$ cat src/rtl/axi_ni_send_response_capture_if.sv
`default_nettype none
// ============================================================================
//  Module      : axi_ni_send_response_capture_if
//  Description : Bundles the AXI B/R response channels and the holding-register
//                side-band toward the packetizer.
//                slave  modport - the capture block (consumes B/R, drives resp_*)
//                master modport - the environment (drives B/R, consumes resp_*)
//  Ports       : BID/BRESP/BVALID/BREADY         AXI write-response channel
//                RID/RDATA/RRESP/RLAST/RVALID/RREADY AXI read-data channel
//                resp_valid/is_read/id/data/code/last/beat, resp_accept
//  Revision    : 1.0 - initial release
// ============================================================================
interface axi_ni_send_response_capture_if #(
  parameter int AXIRDATAWD = 32,
  parameter int AXIIDWD    = 4
);
  logic [AXIIDWD-1:0]    BID;
  logic [1:0]            BRESP;
  logic                  BVALID;
  logic                  BREADY;

  logic [AXIIDWD-1:0]    RID;
  logic [AXIRDATAWD-1:0] RDATA;
  logic [1:0]            RRESP;
  logic                  RLAST;
  logic                  RVALID;
  logic                  RREADY;

  logic                  resp_valid;
  logic                  resp_is_read;
  logic [AXIIDWD-1:0]    resp_id;
  logic [AXIRDATAWD-1:0] resp_data;
  logic [1:0]            resp_code;
  logic                  resp_last;
  logic [7:0]            resp_beat;
  logic                  resp_accept;

  modport slave (
    input  BID, BRESP, BVALID,
    output BREADY,
    input  RID, RDATA, RRESP, RLAST, RVALID,
    output RREADY,
    output resp_valid, resp_is_read, resp_id, resp_data, resp_code, resp_last, resp_beat,
    input  resp_accept
  );

  modport master (
    output BID, BRESP, BVALID,
    input  BREADY,
    output RID, RDATA, RRESP, RLAST, RVALID,
    input  RREADY,
    input  resp_valid, resp_is_read, resp_id, resp_data, resp_code, resp_last, resp_beat,
    output resp_accept
  );
endinterface
`default_nettype wire

$ cat src/rtl/axi_ni_send_response_capture.sv
`default_nettype none
// ============================================================================
//  Module      : axi_ni_send_response_capture
//  Description : Captures AXI write responses (B) and read beats (R) into a
//                single-entry holding register for the network packetizer.
//                Round-robin between B and R when idle; once a read burst is
//                open only R is served so the burst stays contiguous.
//  Ports       : clk_i  - clock, all state on rising edge
//                rst_i  - asynchronous active-high reset
//                bus    - slave modport of axi_ni_send_response_capture_if
//  Revision    : 1.0 - initial release
// ============================================================================
module axi_ni_send_response_capture #(
  parameter int AXIRDATAWD = 32,
  parameter int AXIIDWD    = 4
) (
  input  logic                            clk_i,
  input  logic                            rst_i,
  axi_ni_send_response_capture_if.slave   bus
);

  typedef enum logic [0:0] {
    ST_IDLE   = 1'b0,
    ST_RBURST = 1'b1
  } state_t;

  localparam logic LG_B = 1'b0;
  localparam logic LG_R = 1'b1;

  state_t                state_q, state_d;
  logic                  last_grant_q, last_grant_d;
  logic [7:0]            beat_cnt_q, beat_cnt_d;

  logic                  resp_valid_q,   resp_valid_d;
  logic                  resp_is_read_q, resp_is_read_d;
  logic [AXIIDWD-1:0]    resp_id_q,      resp_id_d;
  logic [AXIRDATAWD-1:0] resp_data_q,    resp_data_d;
  logic [1:0]            resp_code_q,    resp_code_d;
  logic                  resp_last_q,    resp_last_d;
  logic [7:0]            resp_beat_q,    resp_beat_d;

  logic                  grant_b, grant_r;
  logic                  free;
  logic                  bready, rready;
  logic                  b_hs, r_hs;

  // --------------------------------------------------------------------------
  // Arbitration and handshakes
  // --------------------------------------------------------------------------
  always_comb begin
    grant_b = 1'b0;
    grant_r = 1'b0;
    case (state_q)
      ST_IDLE: begin
        if (bus.BVALID && bus.RVALID) begin
          // Tie: serve the channel that did not win the last handshake
          grant_b = (last_grant_q == LG_R);
          grant_r = (last_grant_q == LG_B);
        end else begin
          grant_b = bus.BVALID;
          grant_r = bus.RVALID;
        end
      end
      ST_RBURST: begin
        grant_r = bus.RVALID;
      end
      default: begin
        grant_b = 1'b0;
        grant_r = 1'b0;
      end
    endcase
  end

  // The register may be refilled in the same cycle it is popped
  assign free   = ~resp_valid_q | bus.resp_accept;
  // READYs are forced low while reset is held
  assign bready = free & grant_b & ~rst_i;
  assign rready = free & grant_r & ~rst_i;
  assign b_hs   = bready & bus.BVALID;
  assign r_hs   = rready & bus.RVALID;

  // --------------------------------------------------------------------------
  // Next-state logic
  // --------------------------------------------------------------------------
  always_comb begin
    state_d        = state_q;
    last_grant_d   = last_grant_q;
    beat_cnt_d     = beat_cnt_q;
    resp_valid_d   = resp_valid_q;
    resp_is_read_d = resp_is_read_q;
    resp_id_d      = resp_id_q;
    resp_data_d    = resp_data_q;
    resp_code_d    = resp_code_q;
    resp_last_d    = resp_last_q;
    resp_beat_d    = resp_beat_q;

    if (resp_valid_q && bus.resp_accept) begin
      resp_valid_d = 1'b0;
    end

    if (b_hs) begin
      resp_valid_d   = 1'b1;
      resp_is_read_d = 1'b0;
      resp_id_d      = bus.BID;
      resp_data_d    = '0;
      resp_code_d    = bus.BRESP;
      resp_last_d    = 1'b1;
      resp_beat_d    = 8'd0;
      last_grant_d   = LG_B;
    end

    if (r_hs) begin
      resp_valid_d   = 1'b1;
      resp_is_read_d = 1'b1;
      resp_id_d      = bus.RID;
      resp_data_d    = bus.RDATA;
      resp_code_d    = bus.RRESP;
      resp_last_d    = bus.RLAST;
      resp_beat_d    = beat_cnt_q;
      last_grant_d   = LG_R;
      if (bus.RLAST) begin
        beat_cnt_d = 8'd0;
        state_d    = ST_IDLE;
      end else begin
        // 8-bit counter wraps 255 -> 0 naturally
        beat_cnt_d = beat_cnt_q + 8'd1;
        state_d    = ST_RBURST;
      end
    end
  end

  // --------------------------------------------------------------------------
  // State registers
  // --------------------------------------------------------------------------
  always_ff @(posedge clk_i or posedge rst_i) begin
    if (rst_i) begin
      state_q        <= ST_IDLE;
      last_grant_q   <= LG_R;
      beat_cnt_q     <= 8'd0;
      resp_valid_q   <= 1'b0;
      resp_is_read_q <= 1'b0;
      resp_id_q      <= '0;
      resp_data_q    <= '0;
      resp_code_q    <= 2'd0;
      resp_last_q    <= 1'b0;
      resp_beat_q    <= 8'd0;
    end else begin
      state_q        <= state_d;
      last_grant_q   <= last_grant_d;
      beat_cnt_q     <= beat_cnt_d;
      resp_valid_q   <= resp_valid_d;
      resp_is_read_q <= resp_is_read_d;
      resp_id_q      <= resp_id_d;
      resp_data_q    <= resp_data_d;
      resp_code_q    <= resp_code_d;
      resp_last_q    <= resp_last_d;
      resp_beat_q    <= resp_beat_d;
    end
  end

  // --------------------------------------------------------------------------
  // Outputs
  // --------------------------------------------------------------------------
  assign bus.BREADY       = bready;
  assign bus.RREADY       = rready;
  assign bus.resp_valid   = resp_valid_q;
  assign bus.resp_is_read = resp_is_read_q;
  assign bus.resp_id      = resp_id_q;
  assign bus.resp_data    = resp_data_q;
  assign bus.resp_code    = resp_code_q;
  assign bus.resp_last    = resp_last_q;
  assign bus.resp_beat    = resp_beat_q;

endmodule
`default_nettype wire
$ cat src/flat_wrapper.sv
// flat-port wrapper written by rule: the top's interface ports become plain ports
module axi_ni_send_response_capture_flat 
#(
  parameter int AXIRDATAWD = 32,
  parameter int AXIIDWD    = 4
)
  (clk_i, rst_i, bus_BID, bus_BRESP, bus_BVALID, bus_BREADY, bus_RID, bus_RDATA, bus_RRESP, bus_RLAST, bus_RVALID, bus_RREADY, bus_resp_valid, bus_resp_is_read, bus_resp_id, bus_resp_data, bus_resp_code, bus_resp_last, bus_resp_beat, bus_resp_accept);
  axi_ni_send_response_capture_if #(.AXIRDATAWD(AXIRDATAWD), .AXIIDWD(AXIIDWD)) bus_i ();
  input  logic clk_i;
  input  logic rst_i;
  input wire logic [$bits(bus_i.BID)-1:0] bus_BID;
  input wire logic [$bits(bus_i.BRESP)-1:0] bus_BRESP;
  input wire logic [$bits(bus_i.BVALID)-1:0] bus_BVALID;
  output wire logic [$bits(bus_i.BREADY)-1:0] bus_BREADY;
  input wire logic [$bits(bus_i.RID)-1:0] bus_RID;
  input wire logic [$bits(bus_i.RDATA)-1:0] bus_RDATA;
  input wire logic [$bits(bus_i.RRESP)-1:0] bus_RRESP;
  input wire logic [$bits(bus_i.RLAST)-1:0] bus_RLAST;
  input wire logic [$bits(bus_i.RVALID)-1:0] bus_RVALID;
  output wire logic [$bits(bus_i.RREADY)-1:0] bus_RREADY;
  output wire logic [$bits(bus_i.resp_valid)-1:0] bus_resp_valid;
  output wire logic [$bits(bus_i.resp_is_read)-1:0] bus_resp_is_read;
  output wire logic [$bits(bus_i.resp_id)-1:0] bus_resp_id;
  output wire logic [$bits(bus_i.resp_data)-1:0] bus_resp_data;
  output wire logic [$bits(bus_i.resp_code)-1:0] bus_resp_code;
  output wire logic [$bits(bus_i.resp_last)-1:0] bus_resp_last;
  output wire logic [$bits(bus_i.resp_beat)-1:0] bus_resp_beat;
  input wire logic [$bits(bus_i.resp_accept)-1:0] bus_resp_accept;
  assign bus_i.BID = bus_BID;
  assign bus_i.BRESP = bus_BRESP;
  assign bus_i.BVALID = bus_BVALID;
  assign bus_BREADY = bus_i.BREADY;
  assign bus_i.RID = bus_RID;
  assign bus_i.RDATA = bus_RDATA;
  assign bus_i.RRESP = bus_RRESP;
  assign bus_i.RLAST = bus_RLAST;
  assign bus_i.RVALID = bus_RVALID;
  assign bus_RREADY = bus_i.RREADY;
  assign bus_resp_valid = bus_i.resp_valid;
  assign bus_resp_is_read = bus_i.resp_is_read;
  assign bus_resp_id = bus_i.resp_id;
  assign bus_resp_data = bus_i.resp_data;
  assign bus_resp_code = bus_i.resp_code;
  assign bus_resp_last = bus_i.resp_last;
  assign bus_resp_beat = bus_i.resp_beat;
  assign bus_i.resp_accept = bus_resp_accept;
  axi_ni_send_response_capture #(.AXIRDATAWD(AXIRDATAWD), .AXIIDWD(AXIIDWD)) u_core (.clk_i(clk_i), .rst_i(rst_i), .bus(bus_i));
endmodule
$ cat config.mk
export PLATFORM = sky130hd
export DESIGN_NAME = axi_ni_send_response_capture_flat
export DESIGN_NICKNAME = d
export VERILOG_FILES = /design/src/rtl/axi_ni_send_response_capture_if.sv /design/src/rtl/axi_ni_send_response_capture.sv /design/src/flat_wrapper.sv
export SDC_FILE = /design/constraint.sdc
export NUM_CORES = 1
export LEC_CHECK = 0
export ABC_AREA = 1
export BUFFER_PORTS_ARGS = -buffer_cell sky130_fd_sc_hd__buf_2
export CAP_MARGIN = 20
export CORE_UTILIZATION = 52
export CTS_CLUSTER_SIZE = 28
export DETAILED_ROUTE_END_ITERATION = 7
export PLACE_DENSITY = 0.9
export SYNTH_ARGS = -nofsm -noshare
export SYNTH_HDL_FRONTEND = slang
export SYNTH_SLANG_ARGS = --single-unit
$ cat constraint.sdc
create_clock -name clk_i -period 2.4 [get_ports clk_i]
set_clock_uncertainty 0.1 [all_clocks]
set_input_delay 0.12 -clock clk_i [delete_from_list [all_inputs] [get_ports clk_i]]
set_output_delay 0.12 -clock clk_i [all_outputs]
set_load 0.03 [all_outputs]
==> reports/qor.csv, run 1 <==
stage,metric,value,unit
synth,ys_seq_elements,59,
final_layout,nets,490,
sta,fin_crit_sh,95.5,%
detailed_routing,routed_wirelength,7490,um
placed_design,postPlaceCellArea,3080,um^2
critical_path,critPathCaptureType,flip-flop,
critical_path,start_kind,flip-flop,
global_routing,grt_max_degree,35,
critical_path,cp_max_fo,25,
detailed_routing,routed_via_density,5.19,
critical_path,path_class,flip-flop to flip-flop,
die,coreArea,4720,um^2
global_routing,grt_usage,30.8,%
final_layout,n_fill_cell,291,
global_routing,grt-ovfl-total,0,
run_status,status,finished clean,
sta,maxSlewViolCount,0,
sta,worstMarginPinSlew,0.560,ns
sta,clock.fmax,0.436,GHz
power_and_ir_drop,netSwitchingPower,1380,uW
run,maxCapViolations,0,
die,die_area,5200,um^2
detailed_routing,dr.first_iter.drc_count,246,
cts,cts_made_buffers,9,
global_routing,grt_pass1_wl,11900,um
cts,cts_tree,done,
detailed_routing,vias,2654,
synth,synth_edf_count,0,
sta,period_needed,2.29,ns
final_layout,regArea,1480,um^2
final_layout,drive_above_1_share,30.6,%
die,dieHeight,72.1,um
die,fp-row-count,25,
detailed_routing,drtPass1Iterations,4,
power_and_ir_drop,p_comb_share,34.6,%
sta,grt_setup_unrepaired,no,
sta,tns,0,ns
synth,ys.flop_type,dfrtp_1,
synth,seq_area_frac_synth,57.9,%
cts,post-cts-setup-buffers,0,
critical_path,crit_path_frequent_cell,nand3_1,
placed_design,numPortBuffers,100,
detailed_routing,drtAntennaViolNets,0,
synth,syn_inst,289,
power_and_ir_drop,swShare,38.3,%
critical_path,worstPathArrival,2.42,ns
synth,synthTopCellsByCount,"100 x nand2_1, 58 x dfrtp_1, 58 x nand3_1, 15 x inv_1, 10 x o21ai_1",
synth,synth_warnings,0,
synth,synth_largest_area_cell,dfrtp_1,
power_and_ir_drop,p_seq_share,38.7,%
synth,netlist_area,2550,um^2
synth,synth.most_common_cell,nand2_1,
final_layout,area_growth,47.9,%
min_path,min_path_type,input pin to flip-flop,
synth,netlist.area_leader.share,56.8,%
cts,htree_levels,3,
die,boundaryPins,101,
cts,path_clk_slew,0.07,ns
cts,insertion_delay,0.34,ns
sta,timing.slew.headroom,62.6,%
power_and_ir_drop,p_per_area,957,nW/um^2
final_layout,n_antenna_cell,0,
sta,hold_viol,0,
power_and_ir_drop,p_leak,0.00206,uW
synth,synth_cell_types,23,
sta,layout_setup_ws,0.108,ns
detailed_routing,wl_per_cell,14.7,um
synth,avgSynthCellArea,8.84,um^2
cts,clock-sinks,59,
final_layout,multiInputGateArea,926,um^2
cts,cts_buffer_depth,2,
synth,synth-async-reset-ratio,100,%
global_routing,antenna_found_initial,0,
critical_path,crit_required,2.53,ns
critical_path,path_cells,"inv_1, a21oi_2, nand2_4, buf_4, nand3_1, nand3_1, dlygate4sd3_1",
die,start_util,54.1,%
critical_path,crit_path_top_delay_cell,dlygate4sd3_1,
placed_design,place.gp.congestion,0.861,
synth,synth_area_leaders,"dfrtp_1 57%, nand2_1 15%, nand3_1 11%, buf_6 2.2%, inv_1 2.2%",
power_and_ir_drop,vdd_drop_max,0.664,mV
final_layout,design_area,3780,um^2
global_routing,grt_pass1_vias,2619,
cts,root_buffer,clkbuf_8,
power_and_ir_drop,totalPowerFinal,3610,uW
synth,synthesis.nets,340,
detailed_routing,drc,0,
power_and_ir_drop,intPower,2230,uW
critical_path,cpPeakStageDelay,0.57,ns
placed_design,hpwl,4080,um
sta,setup_viol,0,
die,die_x,72.1,um
placed_design,place_ws,0.599,ns
power_and_ir_drop,pwr-share-clk,26.7,%
-- cell families (layout without fill, tap and decap cells) --
logic type / count (synthesis) / in the layout / share of synthesized area, %
flip-flops: 59 / 59 / 57.9
XOR/XNOR: 3 / 3 / 1.03
buffers and inverters: 33 / 187 / 6.91
AO/OA/AOI/OAI: 19 / 19 / 3.87
AND/OR/NAND/NOR: 174 / 175 / 29.8
adder cells (fa/ha/maj): 1 / 1 / 0.490
-- state kept, by name (all words and copies together), names as in the netlist --
signal                   count
u_core.state_q               1
u_core.last_grant_q          1
u_core.bus.resp_code         2
u_core.bus.resp_data        32
u_core.bus.resp_id           4
u_core.beat_cnt_q            8
u_core.bus.resp_is_read      1
u_core.bus.resp_last         1
u_core.bus.resp_valid        1
u_core.bus.resp_beat         8
-- worst paths after layout --
path,startpoint,end,slack [ns],cells after the start
min in group asynchronous,rst_i,u_core.beat_cnt_q[7]$_DFFE_PP0N_,0.33,3
min reg2reg,u_core.bus.resp_is_read$_DFFE_PP0P_,u_core.bus.resp_is_read$_DFFE_PP0P_,0.38,2
min,bus_resp_accept,u_core.bus.resp_valid$_DFFE_PP0P_,0.02,4
max reg2reg,u_core.last_grant_q$_DFFE_PP1P_,u_core.bus.resp_id[2]$_DFFE_PP0P_,0.11,7
max,u_core.last_grant_q$_DFFE_PP1P_,u_core.bus.resp_id[2]$_DFFE_PP0P_,0.11,7
max in group asynchronous,rst_i,u_core.last_grant_q$_DFFE_PP1P_,1.14,4
-- final cells by class --
class                   instances  share of cell area, %
well taps                      67                   2.22
clock buffers                  10                   3.38
clock inverters                 6                   2.12
multi-input cells             198                   24.5
repair buffers                153                   26.8
inverters                      18                   1.79
flip-flops and latches         59                   39.1
-- layer usage --
layer	global-route usage (%)	wire length (um)
met1	35.2	2930
met2	53.3	3850
met3	6.39	430
met4	18.3	284
met5	0	0
-- worst max-delay path: cells and delay by family, from the launching register on --
family,cells,cell delay (ns)
buffers and inverters,3,0.90
and+or+nand+nor,3,0.34
AOI/OAI and AO/OA,1,0.28
DFF,1,0.54
-- timing repair --
action / CTS / global route
hold buffers: 46 / 0
gates resized for setup: 0 / 4
setup endpoints to repair: 0 / 5
hold endpoints to repair: 66 / 0
-- placed cells by master (no fill, tap or decap), drive strengths merged --
cell type and instances:
buf 107, nand2 104, nand3 58, dfrtp 58, dlygate4sd3 46, inv 17
o21ai 13, clkbuf 10, nor2 10, clkinv 5, nand4 3, o22ai 3
a21oi 3, xor2 2, bufinv 2, xnor2 1, ha 1, dfstp 1
-- through the flow --
stage	std cells	hold WS (ns)	utilization, %
3_3_place_gp	448	0.123	65.3
6_report	511	0.0248	79.9
5_1_grt	511	0.0592	79.9
2_1_floorplan	289	0.137	-
3_5_place_dp	448	0.130	65.3
4_1_cts	510	0.00372	79.4
-- power by group through the flow --
| stage | Sequential [uW] | Clock (uW) | Combinational [uW] |
|---|---|---|---|
| floorplan | 1800 | 0 | 380 |
| finish | 1400 | 967 | 1250 |
| detailed placement | 1400 | 0 | 1120 |
| global route | 1430 | 1030 | 1340 |
| global placement | 1390 | 0 | 1090 |
| CTS | 1380 | 970 | 1210 |
(Power assumes the default switching activity.)
==> run 2: changes to the inputs <==
--- a/config.mk
+++ b/config.mk
@@ -5,13 +5,15 @@
 export SDC_FILE = /design/constraint.sdc
 export NUM_CORES = 1
 export LEC_CHECK = 0
-export ABC_AREA = 1
+export ABC_AREA = 0
 export BUFFER_PORTS_ARGS = -buffer_cell sky130_fd_sc_hd__buf_2
 export CAP_MARGIN = 20
-export CORE_UTILIZATION = 52
+export CORE_UTILIZATION = 50
+export CTS_CLUSTER_DIAMETER = 150
 export CTS_CLUSTER_SIZE = 28
 export DETAILED_ROUTE_END_ITERATION = 7
-export PLACE_DENSITY = 0.9
+export PLACE_DENSITY = 0.89
+export REMOVE_ABC_BUFFERS = 1
 export SYNTH_ARGS = -nofsm -noshare
 export SYNTH_HDL_FRONTEND = slang
 export SYNTH_SLANG_ARGS = --single-unit
==> reports/qor.csv, run 2 <==
stage,metric,value,unit
final_layout,final_cell_mix,"100 x buf_2, 58 x dfrtp_1, 43 x dlygate4sd3_1",
synth,avgSynthCellArea,12.7,um^2
sta,clock.fmax,0.473,GHz
synth,synth_top_family_by_area,compound AO/OA/AOI/OAI gates,
synth,synth-simple-area-share,8.60,%
synth,synth-async-reset-ratio,100,%
global_routing,grt_pass1_wl,9770,um
power_and_ir_drop,p_seq_share,41.3,%
die,coreArea,4410,um^2
sta,maxSlewViolCount,0,
synth,netlist.area_leader.share,62.3,%
cts,clock-sinks,59,
critical_path,r2r_slack,0.35,ns
detailed_routing,m1WireLength,2500,um
detailed_routing,wl_met3,261,um
global_routing,grt_pass1_vias,2075,
detailed_routing,wl_per_cell,15.4,um
detailed_routing,routed_via_density,5.39,
synth,synthAdderAreaFrac,0.537,%
die,boundaryPins,101,
synth,syn_inst,184,
sta,fin_crit_sh,88.1,%
sta,timing.slew.headroom,63.1,%
cts,post-cts-setup-buffers,0,
die,die_area,4930,um^2
placed_design,place_ws,0.344,ns
cts,cts_tree,done,
global_routing,grt_usage,25.9,%
synth,synth.most_common_cell,dfrtp_1,
power_and_ir_drop,pwr-share-clk,28.8,%
critical_path,path_class,input pin to primary output,
power_and_ir_drop,p_per_area,902,nW/um^2
sta,layout_setup_ws,0.285,ns
power_and_ir_drop,intPower,2110,uW
critical_path,cp_max_fo,24,
cts,insertion_delay,0.32,ns
cts,path_clk_slew,0.06,ns
sta,grt_setup_unrepaired,no,
synth,synth_edf_count,0,
power_and_ir_drop,swShare,33.9,%
detailed_routing,drc,0,
final_layout,fin_util,80.1,%
synth,synth_warnings,0,
sta,hold_viol,0,
power_and_ir_drop,p_leak,0.00188,uW
run_status,status,finished clean,
power_and_ir_drop,netSwitchingPower,1080,uW
synth,synthTopCellsByCount,"58 x dfrtp_1, 39 x a22o_1, 19 x o21ai_0, 16 x nand2_1, 10 x buf_2",
synth,seq_area_frac_synth,63.5,%
synth,synth-compound-area-share,21.7,%
placed_design,numPortBuffers,100,
detailed_routing,routed_wirelength,5970,um
final_layout,nets,383,
die,start_util,52.7,%
global_routing,grt_max_degree,47,
sta,setup_viol,0,
final_layout,area_growth,51.9,%
sta,worstMarginPinSlew,0.554,ns
synth,synth_mux_area_share,2.58,%
detailed_routing,drtPass1Iterations,4,
critical_path,start_kind,input pin,
sta,tns,0,ns
sta,fin_hold_ws,0.0133,ns
run,maxCapViolations,0,
global_routing,grt-ovfl-total,0,
die,dieHeight,70.2,um
cts,cts_made_buffers,9,
cts,htree_levels,3,
synth,synth_largest_area_cell,dfrtp_1,
power_and_ir_drop,p_comb_share,29.9,%
synth,netlist_area,2330,um^2
global_routing,antenna_found_initial,0,
cts,root_buffer,clkbuf_8,
final_layout,n_antenna_cell,0,
synth,synth_cell_types,28,
detailed_routing,top_layer_used,met4,
synth,synthXorXnorAreaFrac,0,%
die,fp-row-count,24,
synth,ys_seq_elements,59,
final_layout,drive_above_1_share,37.7,%
synth,ys.flop_type,dfrtp_1,
cts,cts_buffer_depth,2,
final_layout,mostFrequentLayoutCell,buf_2,
min_path,min_path_type,input pin to flip-flop,
critical_path,worstPathArrival,1.90,ns
final_layout,largest_reg_flops,32,
sta,period_needed,2.12,ns
final_layout,layout.cells.non_filler,389,
detailed_routing,vias,2095,
placed_design,hpwl,3370,um
synth,synth_area_leaders,"dfrtp_1 62%, a22o_1 15%, o21ai_0 4.1%, mux2i_1 2.6%, nand2_1 2.6%",
detailed_routing,drtAntennaViolNets,0,
critical_path,critPathCaptureType,primary output,
placed_design,place.gp.congestion,0.835,
detailed_routing,wl_met2,3050,um
detailed_routing,dr.first_iter.drc_count,109,
power_and_ir_drop,vdd_drop_max,0.525,mV
critical_path,crit_required,2.18,ns
die,die_x,70.2,um
placed_design,dp.cells,330,
[run 2: critical path, cell delays in order]
cell and delay, ns:
dlygate4sd3_1 0.54, buf_2 0.13, inv_2 0.08, nand4_4 0.27, inv_2 0.45, buf_2 0.29
[run 2: power groups by stage]
stage                     Sequential [uW]  Clock (uW)  Combinational (uW)
after floorplan                      1650           0                 266
after global placement               1320           0                 875
after detailed placement             1320           0                 895
after CTS                            1310         937                 952
after global routing                 1340         993                1020
final                                1320         918                 954
[run 2: area by class of cell]
class                           count  area (um^2)
Multi-Input combinational cell    109          787
Clock buffer                       14          173
Sequential cell                    59         1480
Fill cell                         263          877
Tap cell                           52         65.1
Timing Repair Buffer              148          981
Inverter                            5         18.8
Clock inverter                      2         35.0
[run 2: final timing paths]
kind | cells past startpoint | end | from
min reg2reg | 2 | u_core.bus.resp_beat[1]$_DFFE_PP0P_ | u_core.bus.resp_beat[1]$_DFFE_PP0P_
max reg2reg | 5 | u_core.beat_cnt_q[5]$_DFFE_PP0N_ | u_core.bus.resp_valid$_DFFE_PP0P_
max | 6 | bus_RREADY | rst_i
min in group asynchronous | 4 | u_core.state_q$_DFFE_PP0N_ | rst_i
max in group asynchronous | 5 | u_core.bus.resp_data[20]$_DFFE_PP0P_ | rst_i
min | 3 | u_core.bus.resp_id[2]$_DFFE_PP0P_ | bus_BID[2]
[run 2: repair_timing]
action                                  4_1_cts  5_1_grt
endpoints found under the setup margin        0        0
gates resized for setup                       0        0
hold endpoints to repair                     51        0
hold buffers                                 43        0
[run 2: kinds of logic after synthesis]
group	after synthesis
AO/OA/AOI/OAI	66
adder cells (fa/ha/maj)	1
buffers and inverters	16
flip-flops	59
multiplexers	6
AND/OR/NAND/NOR	36
[run 2: per-stage QoR]
step | cell area, um^2 | total power, uW
2_1_floorplan | 2270 | 1910
3_3_place_gp | 2900 | 2190
3_5_place_dp | 2900 | 2220
4_1_cts | 3540 | 3200
5_1_grt | 3540 | 3350
6_report | 3540 | 3190
[run 2: metal layers]
layer	GRT usage, %	vias up
li1	-	976
met1	33.1	1025
met2	42.0	78
met3	5.34	16
met4	13.1	0
met5	0	-
==> run 3: changes to the inputs <==
--- a/config.mk
+++ b/config.mk
@@ -5,14 +5,14 @@
 export SDC_FILE = /design/constraint.sdc
 export NUM_CORES = 1
 export LEC_CHECK = 0
-export ABC_AREA = 0
+export ABC_AREA = 1
 export BUFFER_PORTS_ARGS = -buffer_cell sky130_fd_sc_hd__buf_2
 export CAP_MARGIN = 20
-export CORE_UTILIZATION = 50
+export CORE_UTILIZATION = 52
 export CTS_CLUSTER_DIAMETER = 150
 export CTS_CLUSTER_SIZE = 28
 export DETAILED_ROUTE_END_ITERATION = 7
-export PLACE_DENSITY = 0.89
+export PLACE_DENSITY = 0.9
 export REMOVE_ABC_BUFFERS = 1
 export SYNTH_ARGS = -nofsm -noshare
 export SYNTH_HDL_FRONTEND = slang
==> reports/qor.csv, run 3 (synthesis gave the netlist of run 1 again) <==
stage,metric,value,unit
final_layout,design_area,3740,um^2
sta,timing.slew.headroom,67.7,%
cts,root_buffer,clkbuf_8,
critical_path,crit_path_top_delay_cell,dlygate4sd3_1,
min_path,min_path_type,input pin to flip-flop,
critical_path,r2r_slack,0.13,ns
die,coreArea,4720,um^2
power_and_ir_drop,vdd_drop_max,0.770,mV
detailed_routing,routed_wirelength,7120,um
sta,tns,0,ns
critical_path,crit_path_frequent_cell,nand2_1,
final_layout,n_antenna_cell,0,
placed_design,hpwl,3950,um
min_path,hold_end,u_core.bus.resp_valid$_DFFE_PP0P_,
critical_path,worstPathArrival,2.38,ns
die,die_x,72.1,um
power_and_ir_drop,p_leak,0.00204,uW
cts,cts_made_buffers,9,
final_layout,area_growth,46.4,%
final_layout,largest_reg_flops,32,
critical_path,cpPeakStageDelay,0.57,ns
global_routing,grt-ovfl-total,0,
min_path,hold-path-cell-count,4,
cts,path_clk_slew,0.06,ns
sta,worstMarginPinSlew,0.485,ns
detailed_routing,wl_per_cell,14.0,um
placed_design,numPortBuffers,100,
critical_path,critPathCaptureType,flip-flop,
cts,insertion_delay,0.33,ns
detailed_routing,drtPass1Iterations,5,
sta,setup_viol,0,
sta,maxSlewViolCount,0,
global_routing,grt_usage,28.7,%
sta,fin_crit_sh,94.5,%
final_layout,multiInputGateArea,911,um^2
final_layout,nets,489,
cts,clock-sinks,59,
die,fp-row-count,25,
critical_path,start_kind,flip-flop,
final_layout,regArea,1480,um^2
cts,htree_levels,3,
die,start_util,54.1,%
final_layout,final_cell_mix,"100 x nand2_1, 100 x buf_2, 58 x nand3_1, 58 x dfrtp_1, 46 x dlygate4sd3_1",
global_routing,grt_max_degree,50,
run_status,status,finished clean,
placed_design,dp.cells,447,
final_layout,drive_above_1_share,29.5,%
critical_path,path_cells,"nand2_1, nor2_2, nor2_8, buf_4, nand2_1, nand3_1, dlygate4sd3_1",
power_and_ir_drop,p_per_area,933,nW/um^2
sta,grt_setup_unrepaired,no,
critical_path,crit_required,2.51,ns
placed_design,place.gp.congestion,0.817,
final_layout,layout.cells.non_filler,508,
detailed_routing,routed_via_density,5.15,
critical_path,crit_buf_inv,2,
critical_path,critPathTopFamily,buffers and inverters,
cts,cts_resized,0,
detailed_routing,drc,0,
global_routing,grt_pass1_vias,2416,
global_routing,grt_pass1_wl,11200,um
cts,post-cts-setup-buffers,0,
min_path,hp-start,bus_resp_accept,
sta,hold_viol,0,
cts,cts_buffer_depth,2,
die,dieHeight,72.1,um
critical_path,r2r_cells,7,
final_layout,n_fill_cell,319,
cts,cts_tree,done,
run,maxCapViolations,0,
die,boundaryPins,101,
global_routing,antenna_found_initial,0,
critical_path,r2r_start,u_core.last_grant_q$_DFFE_PP1P_,
critical_path,path_class,flip-flop to flip-flop,
die,die_area,5200,um^2
placed_design,postPlaceCellArea,3090,um^2
critical_path,cp_max_fo,16,
sta,clock.fmax,0.441,GHz
detailed_routing,dr.first_iter.drc_count,166,
critical_path,r2r_end,u_core.bus.resp_id[3]$_DFFE_PP0P_,
sta,period_needed,2.27,ns
detailed_routing,vias,2617,
placed_design,place_ws,0.798,ns
detailed_routing,drtAntennaViolNets,0,
sta,layout_setup_ws,0.133,ns
==> run 3: how the worst max path moves through the flow <==
stage	slack (ns)	to	cells past startpoint	start
floorplan	-0.11	u_core.last_grant_q$_DFFE_PP1P_	4	u_core.bus.resp_valid$_DFFE_PP0P_
global route	0.02	u_core.bus.resp_id[3]$_DFFE_PP0P_	10	rst_i
finish	0.13	u_core.bus.resp_id[3]$_DFFE_PP0P_	7	u_core.last_grant_q$_DFFE_PP1P_
global placement	0.85	u_core.bus.resp_last$_DFFE_PP0P_	6	u_core.last_grant_q$_DFFE_PP1P_
detailed placement	0.80	u_core.bus.resp_id[2]$_DFFE_PP0P_	6	u_core.bus.resp_valid$_DFFE_PP0P_
CTS	0.19	u_core.bus.resp_id[2]$_DFFE_PP0P_	9	rst_i
==> run 3: report_power, final <==
group          total [uW]  switching (uW)  leakage [uW]  internal, uW
clock                 852             359     0.0000950           493
sequential           1400             162      0.000756          1240
combinational        1240             817       0.00119           420
total                3490            1340       0.00204          2150
==> run 3: per-layer routing <==
metal | share of wire [%] | global-route usage, % | wire [um]
met2 | 50 | 47.6 | 3590
met3 | 6.2 | 6.94 | 441
met5 | 0 | 0 | 0
met1 | 42 | 36.6 | 2970
met4 | 1.6 | 11.3 | 114
==> run 3: cell type report <==
type / count / area share (%)
Clock buffer: 11 / 3.78
Clock inverter: 3 / 1.07
Inverter: 18 / 1.81
Multi-Input combinational cell: 198 / 24.4
Sequential cell: 59 / 39.5
Tap cell: 67 / 2.24
Timing Repair Buffer: 152 / 27.2
==> run 3: timing repair <==
| item | in CTS | in global routing |
|---|---|---|
| hold endpoints to repair | 59 | 0 |
| endpoints found under the setup margin | 0 | 1 |
| hold buffers | 46 | 0 |
==> run 3: worst min-delay path, delay by kind of cell <==
kind / cells / cell delay (ns)
and+or+nand+nor: 2 / 0.18
buffers and inverters: 2 / 0.11
==> run 3: metrics by stage <==
stage / power [uW] / hold slack, ns / utilization (%)
after floorplan: 2150 / 0.138 / -
after global placement: 2490 / 0.0540 / 65.4
after detailed placement: 2520 / 0.0522 / 65.4
after CTS: 3470 / 0.0251 / 78.9
after global routing: 3670 / 0.0736 / 79.2
final: 3490 / 0.0354 / 79.2
